File: config.mk
export PLATFORM = sky130hd
export DESIGN_NAME = txt_uart_feeder_flat
export DESIGN_NICKNAME = d
export VERILOG_FILES = /design/src/rtl/txt_uart_feeder_if.sv /design/src/rtl/txt_uart_feeder.sv /design/src/flat_wrapper.sv
export SDC_FILE = /design/constraint.sdc
export NUM_CORES = 1
export LEC_CHECK = 0
export ABC_CLOCK_PERIOD_IN_PS = 2950
export CORE_ASPECT_RATIO = 0.75
export CORE_MARGIN = 3
export CORE_UTILIZATION = 50
export DETAILED_ROUTE_END_ITERATION = 7
export PLACE_DENSITY = 0.69
export RECOVER_POWER = 100
export SYNTH_ARGS = -nofsm -noshare
export SYNTH_HDL_FRONTEND = slang
export SYNTH_SLANG_ARGS = --single-unit
export TNS_END_PERCENT = 1
File: constraint.sdc
create_clock -name clk -period 2.95 [get_ports clk]
set_input_delay 0.295 -clock clk [delete_from_list [all_inputs] [get_ports clk]]
set_output_delay 0.295 -clock clk [all_outputs]
set_load 0.01 [all_outputs]
File: src/rtl/txt_uart_feeder_if.sv
// txt_uart_feeder_if: loader byte stream into the feeder, with backpressure back to the loader.
interface txt_uart_feeder_if;
  logic       ioctl_download;
  logic       ioctl_wr;
  logic [7:0] ioctl_data;
  logic       ioctl_wait;
  modport master(output ioctl_download, ioctl_wr, ioctl_data, input ioctl_wait);
  modport slave(input ioctl_download, ioctl_wr, ioctl_data, output ioctl_wait);
endinterface

File: src/rtl/txt_uart_feeder.sv
// txt_uart_feeder: buffers loader bytes (LF stripped) and replays them as 8N2 serial,
// pausing LINE_GAP cycles after every CR so the receiving machine can process the line.
module txt_uart_feeder #(
  parameter int CLK_HZ     = 50000000,
  parameter int FIFO_DEPTH = 16,
  parameter int LINE_GAP   = 2500000
) (
  input  logic             clk,
  input  logic             n_reset,
  txt_uart_feeder_if.slave ioctl,
  input  logic             baud_rate,
  output logic             txd,
  output logic             busy,
  output logic             overflow
);
  localparam int AW   = $clog2(FIFO_DEPTH);
  localparam int NW   = AW + 1;
  localparam int SLOW = CLK_HZ / 300;
  localparam int CW   = $clog2(2 * SLOW + 1) > 18 ? $clog2(2 * SLOW + 1) : 18;
  localparam int GW   = $clog2(LINE_GAP + 1) > 1 ? $clog2(LINE_GAP + 1) : 1;
  localparam logic [CW-1:0] P_FAST  = CW'(CLK_HZ / 9600);
  localparam logic [CW-1:0] P_SLOW  = CW'(SLOW);
  localparam logic [GW-1:0] GAP_END = GW'(LINE_GAP - 1);
  localparam logic [NW-1:0] FULL    = NW'(FIFO_DEPTH);
  localparam logic [NW-1:0] HIGH    = NW'(FIFO_DEPTH - 2);

  typedef enum logic [2:0] {IDLE, START, DATA, STOP, GAP} state_t;

  state_t        r_state, w_state;
  logic [7:0]    r_mem [FIFO_DEPTH];
  logic [AW-1:0] r_wp, r_rp;
  logic [NW-1:0] r_count;
  logic          r_wait, r_ovf, r_dl, r_txd, w_txd, r_cr, w_cr;
  logic [CW-1:0] r_cnt, w_cnt, r_period, w_period;
  logic [GW-1:0] r_gap, w_gap;
  logic [7:0]    r_sh, w_sh;
  logic [2:0]    r_bit, w_bit;
  logic          w_strobe, w_pop, w_push;

  assign w_strobe         = ioctl.ioctl_download && ioctl.ioctl_wr && ioctl.ioctl_data != 8'h0A;
  assign w_pop            = r_state == IDLE && r_count != '0;
  // a full FIFO still takes the byte when the transmitter pops in the same cycle
  assign w_push           = w_strobe && (r_count != FULL || w_pop);
  assign ioctl.ioctl_wait = r_wait;
  assign txd              = r_txd;
  assign busy             = r_count != '0 || r_state != IDLE;
  assign overflow         = r_ovf;

  always_ff @(posedge clk) if (w_push) r_mem[r_wp] <= ioctl.ioctl_data;

  always_ff @(posedge clk or negedge n_reset)
    if (!n_reset) begin
      r_wp    <= '0;
      r_rp    <= '0;
      r_count <= '0;
      r_wait  <= 1'b0;
      r_ovf   <= 1'b0;
      r_dl    <= 1'b0;
    end else begin
      r_wp    <= w_push ? r_wp + AW'(1) : r_wp;
      r_rp    <= w_pop ? r_rp + AW'(1) : r_rp;
      r_count <= r_count + NW'(w_push) - NW'(w_pop);
      r_wait  <= r_count >= HIGH;
      r_dl    <= ioctl.ioctl_download;
      r_ovf   <= (ioctl.ioctl_download && !r_dl) ? 1'b0 : r_ovf || (w_strobe && !w_push);
    end

  always_ff @(posedge clk or negedge n_reset)
    if (!n_reset) begin
      r_state  <= IDLE;
      r_txd    <= 1'b1;
      r_cnt    <= '0;
      r_period <= '0;
      r_gap    <= '0;
      r_sh     <= '0;
      r_bit    <= '0;
      r_cr     <= 1'b0;
    end else begin
      r_state  <= w_state;
      r_txd    <= w_txd;
      r_cnt    <= w_cnt;
      r_period <= w_period;
      r_gap    <= w_gap;
      r_sh     <= w_sh;
      r_bit    <= w_bit;
      r_cr     <= w_cr;
    end

  // w_txd is the line level for the next cycle, so txd leaves a flop with no decode glitches
  always_comb begin
    w_state  = r_state;
    w_txd    = 1'b1;
    w_cnt    = r_cnt + CW'(1);
    w_period = r_period;
    w_gap    = '0;
    w_sh     = r_sh;
    w_bit    = r_bit;
    w_cr     = r_cr;
    case (r_state)
      IDLE: begin
        w_cnt = '0;
        if (w_pop) begin
          w_state  = START;
          w_txd    = 1'b0;
          w_sh     = r_mem[r_rp];
          w_cr     = r_mem[r_rp] == 8'h0D;
          w_period = baud_rate ? P_SLOW : P_FAST;
        end
      end
      START: begin
        w_txd = 1'b0;
        if (r_cnt == r_period - CW'(1)) begin
          w_state = DATA;
          w_cnt   = '0;
          w_bit   = '0;
          w_txd   = r_sh[0];
        end
      end
      DATA: begin
        w_txd = r_sh[0];
        if (r_cnt == r_period - CW'(1)) begin
          w_cnt   = '0;
          w_state = r_bit == 3'd7 ? STOP : DATA;
          w_bit   = r_bit + 3'd1;
          w_sh    = r_sh >> 1;
          w_txd   = r_bit == 3'd7 ? 1'b1 : r_sh[1];
        end
      end
      STOP:
        if (r_cnt == {r_period[CW-2:0], 1'b0} - CW'(1)) begin
          w_cnt   = '0;
          w_state = r_cr ? GAP : IDLE;
        end
      GAP: begin
        w_cnt   = '0;
        w_gap   = r_gap == GAP_END ? '0 : r_gap + GW'(1);
        w_state = r_gap == GAP_END ? IDLE : GAP;
      end
      default: w_state = IDLE;
    endcase
  end
endmodule
File: src/flat_wrapper.sv
// flat-port wrapper written by rule: the top's interface ports become plain ports
module txt_uart_feeder_flat 
#(
  parameter int CLK_HZ     = 50000000,
  parameter int FIFO_DEPTH = 16,
  parameter int LINE_GAP   = 2500000
)
  (clk, n_reset, baud_rate, txd, busy, overflow, ioctl_ioctl_download, ioctl_ioctl_wr, ioctl_ioctl_data, ioctl_ioctl_wait);
  txt_uart_feeder_if ioctl_i ();
  input  logic clk;
  input  logic n_reset;
  input  logic baud_rate;
  output logic txd;
  output logic busy;
  output logic overflow;
  input wire logic [$bits(ioctl_i.ioctl_download)-1:0] ioctl_ioctl_download;
  input wire logic [$bits(ioctl_i.ioctl_wr)-1:0] ioctl_ioctl_wr;
  input wire logic [$bits(ioctl_i.ioctl_data)-1:0] ioctl_ioctl_data;
  output wire logic [$bits(ioctl_i.ioctl_wait)-1:0] ioctl_ioctl_wait;
  assign ioctl_i.ioctl_download = ioctl_ioctl_download;
  assign ioctl_i.ioctl_wr = ioctl_ioctl_wr;
  assign ioctl_i.ioctl_data = ioctl_ioctl_data;
  assign ioctl_ioctl_wait = ioctl_i.ioctl_wait;
  txt_uart_feeder #(.CLK_HZ(CLK_HZ), .FIFO_DEPTH(FIFO_DEPTH), .LINE_GAP(LINE_GAP)) u_core (.clk(clk), .n_reset(n_reset), .ioctl(ioctl_i), .baud_rate(baud_rate), .txd(txd), .busy(busy), .overflow(overflow));
endmodule
==> tab_implementation.tex, run 1 <==
\begin{tabular}{lr}
\hline
Metric & Value \\
\hline
\multicolumn{2}{l}{\textbf{Status}} \\
Result of the run & finished with violations \\
Failing checks & capacitance limit, slew limit \\
\multicolumn{2}{l}{\textbf{Logic synthesis}} \\
Number of storage elements in the synthesis netlist & 204 \\
Average cell area after synthesis & 13.74 um2 \\
Sequential-to-total area share from yosys stat & 62.04\% \\
Number of standard cells after synthesis & 674 \\
Leading cell types by total area after synthesis & sky130\_fd\_sc\_hd\_\_edfxtp\_1, sky130\_fd\_sc\_hd\_\_dfrtp\_1, sky130\_fd\_sc\_hd\_\_mux4\_2 \\
Share of synthesized flip-flops with an asynchronous set or reset & 37.25\% \\
Mapped Nets & 708 \\
Post-synthesis instance area & 9263 um2 \\
Number of enable flip-flop cells after synthesis & 128 \\
Post-synthesis cell type count & 58 \\
Count leader, synth & sky130\_fd\_sc\_hd\_\_edfxtp\_1 \\
Post-synth top area share & 41.50\% \\
Main flop type after synthesis & sky130\_fd\_sc\_hd\_\_edfxtp\_1 \\
Most used standard cells in the synthesized netlist & sky130\_fd\_sc\_hd\_\_edfxtp\_1, sky130\_fd\_sc\_hd\_\_nor2\_1, sky130\_fd\_sc\_hd\_\_dfrtp\_1 \\
Cell taking the most area after synthesis & sky130\_fd\_sc\_hd\_\_edfxtp\_1 \\
Number of warning messages in the yosys log & 0 \\
\multicolumn{2}{l}{\textbf{Pwr}} \\
Pwr dens & 847.1 nW/um2 \\
Largest voltage drop on the vdd net & 481.7 uV \\
Leakage power figure & 0.003868 uW \\
\multicolumn{2}{l}{\textbf{Clocking}} \\
CTS sink cnt & 204 \\
H-tree depth & 1 \\
Clock-pin slew reported for the worst setup and hold paths after clock tree synthesis & 0.06 ns \\
CTS max path bufs & 3 \\
CTS tree & yes \\
Number of buffers created by CTS & 21 \\
Clock latency on the worst-skew pair & 0.50 ns \\
Root buf cell & sky130\_fd\_sc\_hd\_\_clkbuf\_16 \\
\multicolumn{2}{l}{\textbf{Layout}} \\
Post-layout instance count excluding filler cells & 977 \\
Synthesis-to-layout area growth & 13.39\% \\
Post-layout util & 58.61\% \\
Final design area excluding fillers & 10500 um2 \\
Count of inserted antenna diode cells & 0 \\
Proportion of layout cells with a drive suffix above 1 & 15.37\% \\
Net count of the finished layout & 754 \\
\multicolumn{2}{l}{\textbf{Detailed routing}} \\
Post-route DRC & 0 \\
Final wirelength & 18940 um \\
1st-iter DRT viols & 461 \\
Pre-Repair DR Iteration Count & 5 \\
Antenna Nets Post-Route & 0 \\
Via count of the routed design & 5550 \\
Vias/cell & 5.681 \\
Wirelength per Cell & 19.39 um \\
\multicolumn{2}{l}{\textbf{STA}} \\
RSZ-0062 raised after global routing & no \\
Headroom to the max-slew limit & -25.49\% \\
Hold Fails Final Rpt & 0 \\
Min setup slack post-route & 0.2161 ns \\
Timing-limited maximum frequency & 0.3658 GHz \\
Final period utilization & 92.67\% \\
Final slew viol count & 77 \\
Worst clock skew on the final layout & 0.01316 ns \\
Final setup fails & 0 \\
Time the final worst path needs with I/O delays and setup & 2.734 ns \\
Total negative slack & 0 ns \\
Actual transition at the worst max-transition pin & 1.882 ns \\
\multicolumn{2}{l}{\textbf{Floorplanning}} \\
Count of boundary I/O pins & 17 \\
Number of core rows & 42 \\
Die boundary width & 163.2 um \\
Area of the core & 17920 um2 \\
DIE AREA & 20210 um2 \\
Die Span Y & 123.9 um \\
Effective utilization at floorplan & 51.69\% \\
\multicolumn{2}{l}{\textbf{Global routing}} \\
Pin count of the biggest net entering global routing & 77 \\
First-pass GRT wire length & 31060 um \\
Total gr overflow & 0 \\
Initial antenna violation count & 0 \\
Gr usage total & 19.75\% \\
Via count of the first global-routing pass & 5589 \\
\multicolumn{2}{l}{\textbf{Flow run}} \\
Max Cap Viol & 1 \\
\multicolumn{2}{l}{\textbf{Min path}} \\
Hold Startpoint & ioctl\_ioctl\_download \\
Path category of the worst min-delay check & in2reg \\
Worst Hold Endpoint & u\_core.r\_dl \\
Worst Hold Path Cells & 1 \\
\multicolumn{2}{l}{\textbf{Place}} \\
Post-Place Worst Slack & 0.1557 ns \\
\# placed instances & 938 \\
Detailed placer's ending HPWL & 12880 um \\
Weighted congestion at the end of routability-driven global placement & 0.8070 \\
Standard cell area after detailed placement & 9911 um2 \\
Port bufs & 16 \\
\multicolumn{2}{l}{\textbf{Worst setup path}} \\
Delay of the slowest cell on the worst path & 0.41 ns \\
Maximum fanout encountered on the critical timing path & 4 \\
Reg-to-Reg Start & u\_core.r\_count[2] \\
Worst EP arrival & 3.12 ns \\
Worst r2r path cells & 15 \\
Cell breakdown of the critical path & inv\_1 > ha\_1 > and3\_1 > and2\_4 > nor2\_1 > ha\_1 > inv\_1 > ha\_1 > inv\_1 > fa\_1 > inv\_1 > a21oi\_1 > nor2\_1 > nor2\_1 > xnor2\_1 \\
Register-to-Register Setup Slack & 0.22 ns \\
Critical path's most frequent cell & sky130\_fd\_sc\_hd\_\_inv\_1 \\
Slowest stage cell on the critical path & sky130\_fd\_sc\_hd\_\_fa\_1 \\
Startpoint type of the worst setup path & register \\
Sort of element at the end of the critical path & register \\
R2R Path End & u\_core.r\_count[4] \\
Data required, critical path & 3.34 ns \\
Critical path start-end classification & reg2reg \\
\hline
\end{tabular}
==> cell usage in the layout, fill, tap and decap left out, types with 15 or more instances in the layout <==
cell type and count:
sky130_fd_sc_hd__edfxtp_1 128, sky130_fd_sc_hd__nor2_1 77, sky130_fd_sc_hd__dfrtp_1 74, sky130_fd_sc_hd__nand2_1 39
sky130_fd_sc_hd__mux4_2 32, sky130_fd_sc_hd__xor2_1 31, sky130_fd_sc_hd__inv_1 26, sky130_fd_sc_hd__xnor2_1 26
sky130_fd_sc_hd__clkbuf_16 23, sky130_fd_sc_hd__ha_1 19, sky130_fd_sc_hd__clkbuf_1 19, sky130_fd_sc_hd__o21ai_0 17
sky130_fd_sc_hd__nand4_1 16, sky130_fd_sc_hd__nand3_1 16, sky130_fd_sc_hd__clkbuf_2 15
==> timing repair <==
item / CTS / global route
setup buffers: 0 / 0
gates resized for setup: 0 / 5
hold buffers: 1 / 0
endpoints found under the setup margin: 0 / 2
endpoints found under the hold margin: 59 / 0
==> cells by family (layout without fill, tap and decap cells) <==
kind of cell	after synthesis	count (layout)	synth area share (%)
AND/OR/NAND/NOR	209	209	11.31
buffers and inverters	60	121	2.688
XOR/XNOR	57	57	5.390
multiplexers	54	54	10.35
flip-flops	204	204	62.04
AO/OA/AOI/OAI	69	69	5.309
adder cells (fa/ha/maj)	21	21	2.918
==> metal layers <==
metal | GRT usage [%] | vias up | part of all wire [%]
met1 | 29.85 | 2813 | 46
li1 | - | 2572 | -
met5 | 0 | - | 0
met3 | 3.158 | 27 | 6.7
met2 | 30.91 | 138 | 46
met4 | 3.909 | 0 | 1.5
==> stage by stage <==
step,total power [uW],hold WS [ns]
after floorplan,5547,-0.0005911
after global placement,6229,0.4719
after detailed placement,6368,0.4795
after CTS,9036,0.3042
after global routing,9392,0.4413
final,8897,0.4297
==> registers in the layout, summed over array words and instances (netlist names), 3 cells and up <==
register and count:
u_core.r_cnt 19, u_core.r_sh 8, u_core.r_bit 3, u_core.r_period 3, u_core.r_mem 128, u_core.r_count 5, u_core.r_rp 4, u_core.r_wp 4
u_core.r_gap 22, u_core.r_state 3
==> critical path: cells and delay by family, from the launching register on <==
family          cells  cell delay [ns]
fa+ha+maj           4             1.01
simple gates        5             0.74
flops               1             0.40
buf+inv             4             0.30
xor+xnor            1             0.11
compound gates      1             0.06
==> where the power goes <==
group / total, uW / switching (uW) / internal (uW)
registers: 3630 / 275 / 3350
logic: 2620 / 1400 / 1220
clock network: 2650 / 1070 / 1570
total: 8900 / 2750 / 6150
==> worst max path at each step <==
stage | startpoint | cells past startpoint | slack, ns | endpoint
global route | u_core.r_count[2] | 15 | 0.02 | u_core.r_count[4]
finish | u_core.r_count[2] | 15 | 0.22 | u_core.r_count[4]
detailed placement | u_core.r_count[2] | 15 | 0.16 | u_core.r_count[4]
floorplan | u_core.r_count[2] | 16 | 0.08 | u_core.r_count[4]
global placement | u_core.r_count[2] | 15 | 0.31 | u_core.r_count[4]
CTS | u_core.r_period[15] | 9 | 0.11 | u_core.txd
==> final cells by class <==
class | instances | area (um2)
flip-flops and latches | 204 | 5748
clock buffers | 29 | 621.8
inverters | 26 | 97.59
repair buffers | 57 | 395.4
multi-input cells | 410 | 3254
clock inverters | 9 | 82.58
well taps | 242 | 302.8
fillers | 1380 | 7417
Power figures use the tool's default switching activity.
==> run 2, diff against run 1 <==
- CORE_UTILIZATION: 50 -> 55
- PLACE_DENSITY: 0.69 -> 0.74
==> run 2 against run 1 <==
Compared with the run above:
- the flow still finishes with violations (capacitance limit, slew limit)
- total power is 0.52% higher
- combinational power is 2% higher
- critical path type unchanged
- via count hardly changed
- highest routed layer unchanged
- sequential share of layout area is 0.23 points higher
- final cell count is 3.8% lower
==> tab_implementation.tex, run 2 (same netlist as run 1, synthesis figures left out) <==
\begin{tabular}{lr}
\hline
Metric & Value \\
\hline
\multicolumn{2}{l}{\textbf{STA}} \\
Final period utilization & 92.11\% (-0.57 points) \\
Final setup fails & 0 (unchanged) \\
Hold Fails Final Rpt & 0 (unchanged) \\
Final slew viol count & 77 (unchanged) \\
Actual transition at the worst max-transition pin & 1.873 ns (-0.009012 ns) \\
Hold Worst Slack & 0.4234 ns (-0.006317 ns) \\
RSZ-0062 raised after global routing & no \\
Headroom to the max-slew limit & -24.89\% (+0.60 points) \\
Timing-limited maximum frequency & 0.3680 GHz (+0.62\%) \\
Total negative slack & 0 ns (unchanged) \\
Time the final worst path needs with I/O delays and setup & 2.717 ns (-0.01678 ns) \\
Worst clock skew on the final layout & 0.01172 ns (-0.001448 ns) \\
\multicolumn{2}{l}{\textbf{Clocking}} \\
Number of buffers created by CTS & 21 (unchanged) \\
Clock latency on the worst-skew pair & 0.49 ns (about the same) \\
CTS tree & yes \\
Root buf cell & sky130\_fd\_sc\_hd\_\_clkbuf\_16 \\
CTS sink cnt & 204 (unchanged) \\
CTS max path bufs & 3 (unchanged) \\
Clock-pin slew reported for the worst setup and hold paths after clock tree synthesis & 0.06 ns (about the same) \\
H-tree depth & 1 (unchanged) \\
\multicolumn{2}{l}{\textbf{Layout}} \\
Post-layout instance count excluding filler cells & 940 (-3.8\%) \\
Count of inserted antenna diode cells & 0 (unchanged) \\
Net count of the finished layout & 753 (-0.13\%) \\
Post-layout util & 64.30\% (+5.7 points) \\
Register with the highest flop count & u\_core.r\_mem \\
Regs by FF count & u\_core.r\_mem (128), u\_core.r\_gap (22), u\_core.r\_cnt (19) \\
Number of flip-flops in the largest register & 128 (unchanged) \\
Commonest cells after routing, fill and taps aside & sky130\_fd\_sc\_hd\_\_edfxtp\_1, sky130\_fd\_sc\_hd\_\_nor2\_1, sky130\_fd\_sc\_hd\_\_dfrtp\_1 \\
Synthesis-to-layout area growth & 12.91\% \\
Number of filler cells placed in the layout & 1087 (-21\%) \\
Most common cell after layout, fill and taps aside & sky130\_fd\_sc\_hd\_\_edfxtp\_1 \\
Proportion of layout cells with a drive suffix above 1 & 16.30\% (+0.93 points) \\
\multicolumn{2}{l}{\textbf{Pwr}} \\
Largest voltage drop on the vdd net & 602.7 uV (+25\%) \\
Cell-internal power & 6217 uW (+1.1\%) \\
Proportion of power drawn by the clock network & 29.8\% (about the same) \\
Leakage power figure & 0.003872 uW (about the same) \\
Switching Power & 2726 uW (-0.74\%) \\
Post-route total power & 8943 uW (+0.52\%) \\
Pwr dens & 855.1 nW/um2 (+0.94\%) \\
Sequential share of power & 40.3\% (-0.5 points) \\
Switching share of total power & 30.48\% (-0.39 points) \\
Comb power frac & 29.9\% (+0.4 points) \\
\multicolumn{2}{l}{\textbf{Min path}} \\
Path category of the worst min-delay check & in2reg \\
\multicolumn{2}{l}{\textbf{Worst setup path}} \\
Slowest stage cell on the critical path & sky130\_fd\_sc\_hd\_\_or3\_1 \\
Delay of the slowest cell on the worst path & 0.53 ns (+0.12 ns) \\
Maximum fanout encountered on the critical timing path & 9 (+5) \\
Cell breakdown of the critical path & or3\_1 > a31oi\_1 > clkbuf\_1 > nand2\_1 > nor3\_1 > clkbuf\_2 \\
Sort of element at the end of the critical path & register \\
Critical path start-end classification & reg2reg \\
Data required, critical path & 3.12 ns (-0.22 ns) \\
Startpoint type of the worst setup path & register \\
Worst EP arrival & 2.89 ns (-0.23 ns) \\
\multicolumn{2}{l}{\textbf{Global routing}} \\
Total gr overflow & 0 (unchanged) \\
First-pass GRT wire length & 30390 um (-2.2\%) \\
Gr usage total & 20.89\% (+1.1 points) \\
Initial antenna violation count & 0 (unchanged) \\
Pin count of the biggest net entering global routing & 77 (unchanged) \\
Via count of the first global-routing pass & 5583 (-0.11\%) \\
\multicolumn{2}{l}{\textbf{Place}} \\
\# placed instances & 903 (-3.7\%) \\
Detailed placer's ending HPWL & 12380 um (-3.9\%) \\
Weighted congestion at the end of routability-driven global placement & 0.7954 (-1.4\%) \\
Port bufs & 16 (unchanged) \\
\multicolumn{2}{l}{\textbf{Floorplanning}} \\
Number of core rows & 40 (-4.8\%) \\
DIE AREA & 18450 um2 (-8.7\%) \\
Die Span Y & 118.4 um (-4.4\%) \\
Count of boundary I/O pins & 17 (unchanged) \\
Die boundary width & 155.9 um (-4.5\%) \\
Area of the core & 16270 um2 (-9.2\%) \\
Effective utilization at floorplan & 56.95\% (+5.3 points) \\
\multicolumn{2}{l}{\textbf{Detailed routing}} \\
Wirelength per Cell & 19.86 um (+2.5\%) \\
Vias/cell & 5.906 (+4.0\%) \\
Via count of the routed design & 5552 (+0.036\%) \\
Post-route DRC & 0 (unchanged) \\
Final wirelength & 18670 um (-1.4\%) \\
Antenna Nets Post-Route & 0 (unchanged) \\
Pre-Repair DR Iteration Count & 5 (unchanged) \\
1st-iter DRT viols & 430 (-6.7\%) \\
\multicolumn{2}{l}{\textbf{Flow run}} \\
Max Cap Viol & 1 (unchanged) \\
\multicolumn{2}{l}{\textbf{Status}} \\
Result of the run & finished with violations \\
Failing checks & capacitance limit, slew limit \\
\hline
\end{tabular}
## run 2: final timing paths
check / slack (ns) / cells after the start / startpoint / end
hold / removal: 0.42 / 1 / ioctl_ioctl_download / u_core.r_dl
setup / recovery: 0.23 / 6 / u_core.r_state[0] / u_core.r_mem[3][5]
max in group asynchronous: 0.83 / 2 / n_reset / u_core.r_rp[0]
setup reg to reg: 0.23 / 6 / u_core.r_state[0] / u_core.r_mem[3][5]
hold reg to reg: 0.49 / 1 / u_core.r_gap[0] / u_core.r_gap[0]
min in group asynchronous: 0.87 / 2 / n_reset / u_core.r_cnt[7]
## run 2: layer usage
| metal | wire, um | vias up | GRT usage (%) |
|---|---|---|---|
| met4 | 295 | 0 | 4.468 |
| li1 | - | 2563 | - |
| met1 | 8709 | 2833 | 32.31 |
| met5 | 0 | - | 0 |
| met3 | 935 | 25 | 3.038 |
| met2 | 8731 | 131 | 31.92 |
## run 2: cell type report
cell class / instances / area, um2 / area share (%)
sequential: 204 / 5748 / 54.96
multi-input combinational: 410 / 3264 / 31.21
clock buffer: 28 / 581.8 / 5.563
timing repair buffer: 56 / 391.6 / 3.744
tap: 210 / 262.8 / 2.512
clock inverter: 6 / 112.6 / 1.077
inverter: 26 / 97.59 / 0.9331
## run 2: timing repair
| item | 4_1_cts | 5_1_grt |
|---|---|---|
| setup buffers | 0 | 2 |
| hold buffers | 1 | 0 |
| cloned | 0 | 0 |
| hold endpoints to repair | 25 | 0 |
| resized for setup | 1 | 4 |
| setup endpoints to repair | 3 | 10 |
## run 2: critical path, delay by kind of cell, from the launching register on
kind | cells | cell delay [ns]
simple gates | 3 | 1.00
buf+inv | 2 | 0.61
flops | 1 | 0.46
compound gates | 1 | 0.32
## run 2: power by group through the flow
stage | combinational, uW | clock [uW] | sequential (uW)
2_1_floorplan | 2020 | 0 | 3530
3_3_place_gp | 2550 | 0 | 3630
3_5_place_dp | 2660 | 0 | 3650
4_1_cts | 2720 | 2710 | 3610
5_1_grt | 2940 | 2830 | 3630
6_report | 2670 | 2670 | 3600
## run 2: stage by stage
step	worst slack (ns)	cell area [um2]
floorplan	0.08001	9263
global placement	0.2704	9836
detailed placement	0.1033	9836
CTS	0.1281	10550
global route	0.03360	10460
finish	0.2329	10460
